$ cat config.mk
export PLATFORM = sky130hd
export DESIGN_NAME = truth_sweep_ctrl
export DESIGN_NICKNAME = d
export VERILOG_FILES = /design/src/rtl/truth_sweep_pkg.sv /design/src/rtl/settle_timer.sv /design/src/rtl/truth_sweep_ctrl.sv
export SDC_FILE = /design/constraint.sdc
export NUM_CORES = 1
export LEC_CHECK = 0
export ABC_CLOCK_PERIOD_IN_PS = 1850
export CAP_MARGIN = 20
export CORE_ASPECT_RATIO = 1.1
export CORE_UTILIZATION = 45
export CTS_BUF_LIST = sky130_fd_sc_hd__clkbuf_2
export DETAILED_ROUTE_END_ITERATION = 10
export MAX_ROUTING_LAYER = met4
export PLACE_DENSITY = 0.73
export SYNTH_ARGS = -nofsm -noshare
export SYNTH_HDL_FRONTEND = slang
export SYNTH_SLANG_ARGS = --single-unit
$ cat constraint.sdc
create_clock -name clk -period 1.85 [get_ports clk]
set_input_delay 0.37 -clock clk [delete_from_list [all_inputs] [get_ports clk]]
set_output_delay 0.37 -clock clk [all_outputs]
set_load 0.02 [all_outputs]
$ cat src/rtl/truth_sweep_pkg.sv
// rtl/truth_sweep_pkg.sv - shared types and defaults for the truth-table sweep controller
package truth_sweep_pkg;

  typedef enum logic [2:0] {
    ST_IDLE   = 3'd0,
    ST_DRIVE  = 3'd1,
    ST_SETTLE = 3'd2,
    ST_EMIT   = 3'd3,
    ST_DONE   = 3'd4
  } state_e;

  localparam int DEFAULT_N_IN   = 3;
  localparam int DEFAULT_SETTLE = 1;

endpackage

$ cat src/rtl/settle_timer.sv
// rtl/settle_timer.sv - loadable down-counter with a zero flag for the settle delay
module settle_timer #(
  parameter int W = 1
) (
  input  logic         clk,
  input  logic         rst_n,
  input  logic         load_i,
  input  logic [W-1:0] load_val_i,
  input  logic         dec_i,
  output logic         zero_o
);

  logic [W-1:0] cnt_q, cnt_d;
  localparam logic [W-1:0] ONE = 1;

  always_comb begin
    cnt_d = cnt_q;
    if (load_i) begin
      cnt_d = load_val_i;
    end else if (dec_i && (cnt_q != '0)) begin
      cnt_d = cnt_q - ONE;
    end
  end

  always_ff @(posedge clk or negedge rst_n) begin
    if (!rst_n) begin
      cnt_q <= '0;
    end else begin
      cnt_q <= cnt_d;
    end
  end

  assign zero_o = (cnt_q == '0);

endmodule

$ cat src/rtl/truth_sweep_ctrl.sv
// rtl/truth_sweep_ctrl.sv - walks every input combination, samples two candidate
// implementations after a settle delay and streams one compared row per combination
module truth_sweep_ctrl
  import truth_sweep_pkg::*;
#(
  parameter int N_IN   = DEFAULT_N_IN,
  parameter int SETTLE = DEFAULT_SETTLE
) (
  input  logic            clk,
  input  logic            rst_n,
  input  logic            start,
  input  logic            fa_in,
  input  logic            fb_in,
  input  logic            row_ready,
  output logic [N_IN-1:0] vec_out,
  output logic            busy,
  output logic            row_valid,
  output logic [N_IN-1:0] row_idx,
  output logic            row_fa,
  output logic            row_fb,
  output logic [N_IN:0]   mismatch_cnt,
  output logic            first_mm_valid,
  output logic [N_IN-1:0] first_mm_idx,
  output logic            done,
  output logic            equiv
);

  localparam int            TW       = $clog2(SETTLE) + 1;
  localparam logic [TW-1:0] LOAD_VAL = TW'(SETTLE - 1);
  localparam logic [N_IN:0] LAST_IDX = (N_IN + 1)'((1 << N_IN) - 1);
  localparam logic [N_IN:0] ONE      = 1;

  state_e          state_q, state_d;
  logic [N_IN:0]   idx_q, idx_d;
  logic [N_IN-1:0] row_idx_q, row_idx_d;
  logic            row_fa_q, row_fa_d;
  logic            row_fb_q, row_fb_d;
  logic [N_IN:0]   mm_cnt_q, mm_cnt_d;
  logic            first_v_q, first_v_d;
  logic [N_IN-1:0] first_idx_q, first_idx_d;

  logic start_ok, settled, sample, handshake, last_row;

  settle_timer #(.W(TW)) u_settle_timer (
    .clk       (clk),
    .rst_n     (rst_n),
    .load_i    (state_q == ST_DRIVE),
    .load_val_i(LOAD_VAL),
    .dec_i     (state_q == ST_SETTLE),
    .zero_o    (settled)
  );

  assign start_ok  = start && ((state_q == ST_IDLE) || (state_q == ST_DONE));
  assign sample    = (state_q == ST_SETTLE) && settled;
  assign handshake = (state_q == ST_EMIT) && row_ready;
  // idx carries one extra bit so the last-row compare cannot alias after wrap
  assign last_row  = (idx_q == LAST_IDX);

  always_ff @(posedge clk or negedge rst_n) begin
    if (!rst_n) begin
      state_q <= ST_IDLE;
    end else begin
      state_q <= state_d;
    end
  end

  always_comb begin
    state_d = state_q;
    case (state_q)
      ST_IDLE, ST_DONE: if (start_ok) state_d = ST_DRIVE;
      ST_DRIVE:         state_d = ST_SETTLE;
      ST_SETTLE:        if (settled) state_d = ST_EMIT;
      ST_EMIT:          if (handshake) state_d = last_row ? ST_DONE : ST_DRIVE;
      default:          state_d = ST_IDLE;
    endcase
  end

  always_comb begin
    busy      = 1'b0;
    row_valid = 1'b0;
    done      = 1'b0;
    equiv     = 1'b0;
    case (state_q)
      ST_DRIVE, ST_SETTLE: busy = 1'b1;
      ST_EMIT: begin
        busy      = 1'b1;
        row_valid = 1'b1;
      end
      ST_DONE: begin
        done  = 1'b1;
        equiv = (mm_cnt_q == '0);
      end
      default: ;
    endcase
  end

  always_comb begin
    idx_d       = idx_q;
    row_idx_d   = row_idx_q;
    row_fa_d    = row_fa_q;
    row_fb_d    = row_fb_q;
    mm_cnt_d    = mm_cnt_q;
    first_v_d   = first_v_q;
    first_idx_d = first_idx_q;
    if (start_ok) begin
      idx_d       = '0;
      mm_cnt_d    = '0;
      first_v_d   = 1'b0;
      first_idx_d = '0;
    end
    if (sample) begin
      row_idx_d = idx_q[N_IN-1:0];
      row_fa_d  = fa_in;
      row_fb_d  = fb_in;
    end
    // statistics only move on an accepted row, never while the consumer stalls
    if (handshake) begin
      if (row_fa_q != row_fb_q) begin
        mm_cnt_d = mm_cnt_q + ONE;
        if (!first_v_q) begin
          first_v_d   = 1'b1;
          first_idx_d = row_idx_q;
        end
      end
      if (!last_row) idx_d = idx_q + ONE;
    end
  end

  always_ff @(posedge clk or negedge rst_n) begin
    if (!rst_n) begin
      idx_q       <= '0;
      row_idx_q   <= '0;
      row_fa_q    <= 1'b0;
      row_fb_q    <= 1'b0;
      mm_cnt_q    <= '0;
      first_v_q   <= 1'b0;
      first_idx_q <= '0;
    end else begin
      idx_q       <= idx_d;
      row_idx_q   <= row_idx_d;
      row_fa_q    <= row_fa_d;
      row_fb_q    <= row_fb_d;
      mm_cnt_q    <= mm_cnt_d;
      first_v_q   <= first_v_d;
      first_idx_q <= first_idx_d;
    end
  end

  assign vec_out        = idx_q[N_IN-1:0];
  assign row_idx        = row_idx_q;
  assign row_fa         = row_fa_q;
  assign row_fb         = row_fb_q;
  assign mismatch_cnt   = mm_cnt_q;
  assign first_mm_valid = first_v_q;
  assign first_mm_idx   = first_idx_q;

endmodule

== After elaboration in Yosys (flattened, before gate mapping) ==
Cells that the tools add are included.
Storage, ports and cells
  logic and storage cells: 58
  output and inout bits: 20
  bits of input ports: 6
  bits in registers: 21
Operators by class
  reductions and logical operators: 11
  equal/unequal tests: 9
  $add $sub $neg: 3
  bitwise operators: 1
  muxes and demuxes: 25
Operators with widths (number)
  $mux 3: 8
  $mux 4: 6
  $pmux 3 s4: 1
  $mux 1: 10
  $add 4x1->4 const B: 2
  $eq 3x2->1 const B: 2
  $ne 2x2->1 const B: 3
  $eq 4x3->1 const B: 1
  $logic_and 1x1->1: 4
  $logic_not 4->1: 1
  $eq 3x1->1 const B: 1
  $eq 3x3->1 const B: 1
  $logic_not 3->1: 1
  $reduce_and 3->1: 1
  $reduce_or 3->1: 1
  $reduce_bool 2->1: 1
  $reduce_or 2->1: 1
  $logic_or 1x1->1: 1
  $ne 1x1->1: 1
  $not 1->1: 1
  $sub 1x1->1 const B: 1

== Logic depth before layout (Yosys ltp) ==
  depth in word-level cells: 7
  depth in mapped cells: 5
  mapped depth without buffers: 4

== By module ==
From an unflattened synthesis, not the netlist that was laid out.
Unflattened totals
  cell total of the unflattened synthesis: 98
  area total of the unflattened synthesis: 1051.0 µm²
By module, submodules not included
  truth_sweep_ctrl: area an instance 1006.0 µm², cells an instance 94, sequential area each 500.5 µm², times used 1
  settle_timer: area an instance 45.0 µm², cells an instance 4, sequential area each 25.0 µm², times used 1

== Worst setup path before layout ==
Ideal clock, no wire load.
  path type: register -> output
  start point: reg state_q[1]
  end point: out equiv
  cell stages (with the launch flop): 5
  data required time: 1.480 ns
  buffers on the path: 1
  arrival time: 1.480 ns
  slack: 0.000 ns
  cell sequence: dfrtp_1 buf_6 nor2_1 nand2_1 nor4b_1
On the way
  longest elaborated chain between the ends: 2
RTL lines
  start: declaration: line truth_sweep_ctrl.sv:33  | state_e state_q, state_d;
  start signal: assignment: line truth_sweep_ctrl.sv:63  | state_q <= state_d;
  $eq 3x3->1: line truth_sweep_ctrl.sv:83  | case (state_q)
  $mux 1: line truth_sweep_ctrl.sv:83
  end: declaration: line truth_sweep_ctrl.sv:25  | output logic equiv
Every way passes these cells.

== Worst setup path after layout ==
  start point: reg row_fb_q (netlist: row_fb)
  end point: out row_fb
RTL lines
  start: declaration: line truth_sweep_ctrl.sv:37  | logic row_fb_q, row_fb_d;
  start signal: assignment: line truth_sweep_ctrl.sv:142  | row_fb_q <= row_fb_d;
  end: declaration: line truth_sweep_ctrl.sv:20  | output logic row_fb,
No word-level cell between the ends.

==> results_dict.tcl <==
set metrics [dict create \
    cts.reportedPaths.clkPinSlew_ns 0.21 \
    max_slew_margin 0.645 \
    ios 26 \
    drc 0 \
    setup_violations 0 \
    place_inst 162 \
    r2r-start "state_q[2]" \
    r2r_cells 3 \
    htreeDepth 1 \
    drt-pass1-iter-count 4 \
    muxShareOfSynthArea 0.0803 \
    rsz0062_at_grt "yes" \
    routed-wl-met3_um 107 \
    grt_pass1_wl_mm 3.69 \
    crit_path_start "row_fb" \
    drv_cap 0 \
    synth_area_sq_um 1120 \
    start_kind "flop" \
    vias_per_cell 5.09 \
    max_stage_delay_ns 0.63 \
    synth_fa_ha_area_frac 0.0334 \
    routed.top_layer "met4" \
    ys_types 32 \
    die_area_sq_um 2700 \
    path_class "reg -> out" \
    core-area_sq_um 2300 \
    die_h_um 54.4 \
    report.final.slew_viol_count 0 \
    synthTopCellsByArea "dfrtp_1 (47%), mux2i_1 (5.4%), nand2_1 (4.7%)" \
    cts_root_buffer "clkbuf_2" \
    synth-simple-area-share 0.219 \
    synth-compound-area-share 0.0881 \
    finalWeightedCongestion 0.818 \
    status "finished clean" \
    via_count 850 \
    fin_crit_sh 0.977 \
    synth_top_family_by_area "simple AND/OR/NAND/NOR gates" \
    worst-path-stages 1 \
    layout.nets 147 \
    cts_tree "built" \
    synthCells 104 \
    crit_family "buffers and inverters" \
    fin_skew_ns 0.0105 \
    ys_warn_count 0 \
    start_util 0.489 \
    final_util 0.636 \
    io_buffers 25 \
    timing.rr.end "row_fa" \
    dp_hpwl_mm 1.60 \
    syn_nets 113 \
    hp-class "in -> async" \
    detail_route.iter0.violations 23 \
    grt_max_degree 22 \
    synth_xor_area_frac 0.0234 \
    antenna_cells 0 \
    crit_fanout 4 \
    area_growth_pct 30.1 \
    crit_buf_inv 1 \
    leakagePower_nw 0.739 \
    wl_mm 2.24 \
    hold_viol_final 0 \
    wl_met1_mm 1.03 \
    arrival_ns 1.44 \
    synth-edff-count 0 \
    wl_met2_mm 1.08 \
    ys.flop_type "dfrtp_1" \
    antenna_found_initial 0 \
    cp_data_required_time_ns 1.48 \
    clockBufferDepth 2 \
    grt_pass1_vias 828 \
    yosys.area.top_type "dfrtp_1" \
    p_per_area_nw_per_um2 1630 \
    grt_use_total 0.191 \
    worst_pin_slew_ns 0.530 \
    max_freq_mhz 553 \
    cts_buffers 3 \
    overflow 0 \
    synth_seq_cells 21 \
    cp-end-kind "primary output" \
    fp.dieW_um 49.6 \
    path_cells "clkdlybuf4s50_1" \
    synth.top_cell.area_share 0.468 \
    cts_sinks 21 \
    period_minus_slack_ns 1.81 \
    drt.antenna.violating_nets 0 \
    crit_end "row_fb" \
    r2r_setup_slack_ns 0.28 \
    synth_async_sr_flop_share 1.00 \
    holdBufCountCts 0 \
    drive_above_1_share 0.226 \
    cp_slowest_cell "clkdlybuf4s50_1" \
    ir_drop_uv 1210 \
    rows 18 \
    syn-mean-instance-area_sq_um 10.8 \
    instances_no_fill 167 \
    wl_per_cell_um 13.4 \
    seq_area_frac_synth 0.468 \
    worstSkewPairLatency_ns 0.34 \
]
power by group:
group | switching, mW | internal, mW
sequential | 0.168 | 0.646
clock | 0.146 | 0.0490
combinational | 0.703 | 0.671
total | 1.02 | 1.37
cells by family after synthesis:
family / Yosys count
buffers and inverters: 15
adders and majority gates: 3
DFF: 21
xor gates and xnor gates: 3
muxes: 8
AOI/OAI and AO/OA: 16
and+or+nand+nor: 38
layout by cell type, fill, tap and decap left out, types with 2 or more instances in the layout:
cell type / instances
a21oi_1: 3
and3_1: 2
buf_4: 13
clkbuf_2: 4
clkdlybuf4s50_1: 16
dfrtp_1: 19
dfrtp_2: 2
dlymetal6s2s_1: 5
ha_1: 3
inv_1: 7
mux2_4: 2
mux2i_1: 6
nand2_1: 13
nand3_1: 5
nand3b_1: 2
nor2_1: 3
nor3_1: 3
o21a_1: 2
o21ai_0: 6
xnor2_1: 2
stage by stage:
stage,total power [mW],area (sq um),hold WS [ns],TNS (ns),worst slack [ns]
floorplan,1.69,1120,0.0744,0,0.000406
global placement,2.16,1420,0.514,0,0.0244
detailed placement,2.20,1420,0.524,0,0.00345
CTS,2.39,1430,0.350,0,0.000494
global route,2.56,1460,0.365,-0.0414,-0.0414
finish,2.38,1460,0.344,0,0.0428
flip-flops by register name (all words and copies together), names as in the netlist:
register              cells
u_settle_timer.cnt_q      1
row_fb                    1
idx_q                     4
first_mm_idx              3
row_idx                   3
mismatch_cnt              4
row_fa                    1
first_mm_valid            1
state_q                   3
timing repair:
| action | CTS | global route |
|---|---|---|
| endpoints found under the hold margin | 0 | 0 |
| resized for setup | 10 | 14 |
| setup endpoints to repair | 4 | 11 |
| setup buffers | 0 | 1 |
| pin swaps | 0 | 1 |
worst min path at each step:
| stage | start | end | slack (ns) | cells after the start |
|---|---|---|---|---|
| floorplan | rst_n | first_mm_idx[0] | 0.07 | 0 |
| global placement | first_mm_idx[0] | first_mm_idx[0] | 0.51 | 2 |
| detailed placement | mismatch_cnt[3] | mismatch_cnt[3] | 0.52 | 1 |
| CTS | rst_n | state_q[0] | 0.35 | 2 |
| global route | rst_n | state_q[1] | 0.37 | 2 |
| finish | rst_n | idx_q[2] | 0.34 | 2 |
routing by layer:
layer | global-route usage | up-vias
met5 | - | -
met4 | 0.0762 | 0
met3 | 0.0222 | 2
met2 | 0.315 | 29
met1 | 0.242 | 401
li1 | - | 418
synthesized netlist by cell type (all sizes together), types with 2 or more instances:
| master | n |
|---|---|
| nand2 | 14 |
| mux2i | 6 |
| o21ai | 6 |
| nand3b | 2 |
| ha | 3 |
| nand3 | 5 |
| nor2 | 4 |
| xnor2 | 2 |
| mux2 | 2 |
| nor4b | 2 |
| o21a | 2 |
| inv | 7 |
| a21oi | 3 |
| buf | 8 |
| dfrtp | 21 |
| nor3 | 4 |
| and3 | 2 |
cell type report:
cell class | count | area (sq um)
Clock inverter | 1 | 5.00
Tap cell | 30 | 37.5
Sequential cell | 21 | 528
Multi-Input combinational cell | 68 | 509
Clock buffer | 3 | 15.0
Timing Repair Buffer | 37 | 339
Fill cell | 186 | 837
Inverter | 7 | 26.3
(Power assumes the default switching activity.)
